$ cat config.mk
export PLATFORM = sky130hd
export DESIGN_NAME = matrix_loader_5x5
export DESIGN_NICKNAME = d
export VERILOG_FILES = /design/src/rtl/matrix_loader_5x5.sv
export SDC_FILE = /design/constraint.sdc
export NUM_CORES = 1
export LEC_CHECK = 0
export BUFFER_PORTS_ARGS = -buffer_cell sky130_fd_sc_hd__buf_2
export CAP_MARGIN = 20
export CORE_UTILIZATION = 45
export CTS_CLUSTER_DIAMETER = 60
export DETAILED_ROUTE_END_ITERATION = 16
export GPL_TIMING_DRIVEN = 1
export PLACE_DENSITY = 0.73
export SLEW_MARGIN = 20
export SYNTH_ARGS = -nofsm -noshare
export SYNTH_HDL_FRONTEND = slang
export SYNTH_SLANG_ARGS = --single-unit
$ cat constraint.sdc
create_clock -name clk -period 3.5 [get_ports clk]
set_input_delay 0.7 -clock clk [delete_from_list [all_inputs] [get_ports clk]]
set_output_delay 0.7 -clock clk [all_outputs]
set_load 0.005 [all_outputs]
$ cat src/rtl/matrix_loader_5x5.sv
// Loads an NxN signed matrix (N = 1..5) row-major into a 5x5 register whose unused
// slots hold identity values, then presents it with a valid/ready handshake.
module matrix_loader_5x5 #(
    parameter int W = 8
) (
    input  logic             clk,
    input  logic             rst,
    input  logic             start,
    input  logic [2:0]       size,
    input  logic             in_valid,
    output logic             in_ready,
    input  logic [W-1:0]     in_data,
    output logic [25*W-1:0]  matrix_out,
    output logic             out_valid,
    input  logic             out_ready,
    output logic             busy,
    output logic             err
);

    typedef enum logic [1:0] {IDLE, LOAD, HOLD} state_t;

    state_t       state, state_nx;
    logic [2:0]   n_q, row_q, col_q;
    logic [W-1:0] mem [25];
    logic         err_q;
    logic         size_ok, accept, last_col, last_elem;
    logic [4:0]   wr_idx;

    // NOTE: every signal driven here gets a default first, so no path can infer a latch.
    always_comb begin
        size_ok   = (size != 3'd0) && (size <= 3'd5);
        accept    = (state == LOAD) && in_valid;
        last_col  = (col_q == n_q - 3'd1);
        last_elem = last_col && (row_q == n_q - 3'd1);
        wr_idx    = {2'b00, row_q} * 5'd5 + {2'b00, col_q};
        state_nx  = state;
        case (state)
            IDLE:    if (start && size_ok)    state_nx = LOAD;
            LOAD:    if (accept && last_elem) state_nx = HOLD;
            HOLD:    if (out_ready)           state_nx = IDLE;
            default:                          state_nx = IDLE;
        endcase
    end

    // NOTE: sequential state uses non-blocking assignments so every register samples pre-edge values.
    always_ff @(posedge clk) begin
        if (rst) state <= IDLE;
        else     state <= state_nx;
    end

    always_ff @(posedge clk) begin
        if (rst) begin
            n_q   <= '0;
            row_q <= '0;
            col_q <= '0;
            err_q <= 1'b0;
            // NOTE: the matrix store is reset on purpose: matrix_out must read all zeros after reset.
            for (int i = 0; i < 25; i++) mem[i] <= '0;
        end else begin
            err_q <= (state == IDLE) && start && !size_ok;
            if ((state == IDLE) && start && size_ok) begin
                n_q   <= size;
                row_q <= '0;
                col_q <= '0;
                // Diagonal slots sit every sixth index in row-major order.
                for (int i = 0; i < 25; i++) mem[i] <= (i % 6 == 0) ? W'(1) : '0;
            end else if (accept) begin
                mem[wr_idx] <= in_data;
                if (last_col) begin
                    col_q <= '0;
                    row_q <= last_elem ? 3'd0 : row_q + 3'd1;
                end else begin
                    col_q <= col_q + 3'd1;
                end
            end
        end
    end

    // Slot (0,0) lands in the MSBs.
    always_comb begin
        matrix_out = '0;
        for (int i = 0; i < 25; i++) matrix_out[25*W-1-W*i -: W] = mem[i];
    end

    assign in_ready  = (state == LOAD);
    assign out_valid = (state == HOLD);
    assign busy      = (state != IDLE);
    assign err       = err_q;

endmodule
==> flow_summary.toml <==
[synthesis]
yosys_warnings = 0
synth-edff-count = 200
synth_top_area_share_pct = 70.53
yosysTopAreaCell = "edfxtp_1"
ys_ff_latch = 212
syn_area_per_cell_um2 = 13.65
syn-num-nets = 652
synth_cell_types = 41
synth_sequential_area_ratio_pct = 73.35
synth-main-ff-cell = "edfxtp_1"
synth_area_leaders = "edfxtp_1, nor3_1, dfxtp_1"
synth_async_sr_flop_share_pct = 0
yosysMostFrequentCell = "edfxtp_1"
ys_top_cells_by_count = "edfxtp_1, nor3_1, nand2_1, clkbuf_1, o21ai_0"
netlist_area_um2 = 8516
synthCells = 624

[drt]
routed_via_density = 5.568
via_count = 6142
drc = 0
drtIter0Drc = 569
drt_first_pass_iters = 5
finalWirelength_um = 22780
ant_nets = 0
post_drt_wl_per_cell_um = 20.65

[clock_network]
cts_tree = "built"
cts_root_buffer = "clkbuf_16"
cts-htree-levels = 1
clk_latency_ns = 0.49
clock-sinks = 212
post-cts-setup-buffers = 0
clockBufferDepth = 3
numCtsBuffers = 22
clk_pin_slew_ns = 0.06

[setup_path]
critical_path_class = "reg -> reg"
cpPeakStageDelay_ns = 0.85
startpoint = "row_q[2]"
r2r_slack_ns = 0.20
crit_chain = "ha_1 > ha_1 > ha_1 > a21o_1 > a21oi_2 > xor2_4 > buf_12 > o21ai_0"
crit_path_end_kind = "flop"
cp_common_cell = "ha_1"
crit_slowest_cell = "o21ai_0"
path_buf_inv = 1
worstPathRequired_ns = 3.61
start_kind = "flop"
r2r_cells = 8
cp_top_family = "compound AO/OA/AOI/OAI gates"
cp.arrival_ns = 3.41
crit_fanout = 24
r2r-end = "mem[8][5]"
r2r_start = "row_q[2]"

[worst_hold_path]
hold_class = "in -> reg"
hp-start = "size[0]"
holdPathStages = 2
holdPathEnd = "n_q[0]"

[power_and_ir_drop]
power_density_nw_per_um2 = 524.7
p_leak_nw = 4.364
p_sw_share_pct = 21.58
p_int_mw = 4.427
ir_worst_vdd_mv = 0.2972
seqPwrFrac_pct = 53.0
pwr-share-clk_pct = 40.6
comb_power_share_pct = 6.4
p_switching_mw = 1.218
power_mw = 5.645

[floorplanning]
ios = 220
die_h_um = 139.6
coreArea_um2 = 18270
start_util_pct = 46.61
rows = 49
die-area_um2 = 19480
dieWidth_um = 139.6

[place]
placed_area_um2 = 10050
routabilityCongestion = 0.8043
preCtsSetupSlack_ns = 0.09854
hpwl_um = 15730
port-buffer-count = 219

[grt]
grtUsageMet1_pct = 32.71
grt_util_all_layers_pct = 23.28
grt_pass1_vias = 5716
antenna_found_initial = 1
grt_pass1_wl_um = 34400
grt_max_degree = 50
grt_busiest_layer = "met2"
grt-ovfl-total = 0
met3_usage_pct = 4.336
grtUsageMet2_pct = 37.69

[status]
status = "finished, final reports clean"

[sta]
tightest_slew_ns = 1.068
period_needed_ns = 3.299
rsz0062_at_grt = "false"
hold_viol = 0
fin_tns_setup_ns = 0
layout_setup_ws_ns = 0.2009
fmax_ghz = 0.3031
skew_ns = 0.008272
relSlewSlack_pct = 28.03
drv_slew = 0
post-route-period-util_pct = 94.26
setup_viol = 0

[run]
cap_violations = 0

[layout]
layout.nets = 885
design_area_um2 = 10760
synthToLayoutAreaGrowth_pct = 26.36
drive_gt1_share_pct = 35.74
## worst max path at each step
| stage | endpoint | cells after the start |
|---|---|---|
| detailed placement | mem[7][4] | 7 |
| global placement | mem[4][6] | 7 |
| floorplan | mem[10][0] | 8 |
| global route | mem[8][5] | 8 |
| CTS | mem[0][2] | 8 |
| finish | mem[8][5] | 8 |
## layout by cell type (no fill, tap or decap), types with 3 or more instances in the layout
cell / n
ha_1: 11
o21ai_1: 8
buf_12: 3
edfxtp_1: 200
clkinv_2: 8
xnor2_1: 4
xor2_1: 8
and2_1: 3
inv_1: 4
buf_4: 41
nand3_1: 4
clkinv_1: 4
nand2_2: 4
nor2_1: 14
o21ai_0: 13
nand2_1: 46
nor2b_1: 3
dfxtp_1: 12
a22o_1: 3
clkbuf_16: 23
mux2i_1: 3
buf_2: 219
o31ai_1: 8
nor3_1: 196
## power by group through the flow
stage / clock (mW) / sequential [mW] / combinational [mW]
after detailed placement: 0 / 3.04 / 0.364
after global routing: 2.41 / 3.00 / 0.392
after floorplan: 0 / 3.05 / 0.108
final: 2.29 / 2.99 / 0.362
after CTS: 2.31 / 2.99 / 0.366
after global placement: 0 / 3.05 / 0.352
## what timing repair did
item | in CTS | in global routing
endpoints found under the setup margin | 0 | 8
resized for setup | 0 | 1
hold buffers | 0 | 0
## cells by family (layout without fill, tap and decap cells)
kind of cell,count (synthesis),after routing,synth area share (%)
buffers and inverters,58,307,3.232
other,0,1,0
AOI/OAI and AO/OA,39,39,2.909
adders and majority gates,12,12,1.851
DFF,212,212,73.35
xor gates and xnor gates,15,15,1.704
and+or+nand+nor,285,285,16.60
muxes,3,3,0.3526
## stage by stage
stage | std cells | util (%) | hold WS, ns
finish | 1103 | 58.90 | 0.4416
global route | 1102 | 58.88 | 0.4427
detailed placement | 1062 | 54.99 | 0.4645
CTS | 1102 | 58.88 | 0.4284
global placement | 1062 | 54.99 | 0.4628
floorplan | 624 | - | 0.4422
## sequential cells by signal, summed over array words and instances, names as in the netlist
signal / cells
col_q: 3
state: 2
err: 1
mem: 200
n_q: 3
row_q: 3
## per-layer routing
layer  up-vias  share of wire (%)  wire length [um]
li1       2824                  -                 -
met1      2988                 42              9519
met2       304                 48             10910
met3        26                8.9              2026
met4         0                1.4               324
met5         -                  0                 0
## worst register-to-register path, delay by kind of cell, from the launching register on
kind	cells	cell delay [ns]
AO/OA/AOI/OAI	3	1.28
XOR/XNOR	1	0.12
buffers and inverters	1	0.20
adder cells (fa/ha/maj)	3	0.93
flip-flops	1	0.41
## final cells by class
class,instances,area [um2]
Inverter,4,15.01
Tap cell,229,286.5
Clock inverter,16,131.4
Sequential cell,212,6246
Fill cell,1482,7510
Multi-Input combinational cell,354,2036
Clock buffer,24,579.3
Antenna cell,1,2.502
Timing Repair Buffer,263,1464
Power figures use the tool's default switching activity.
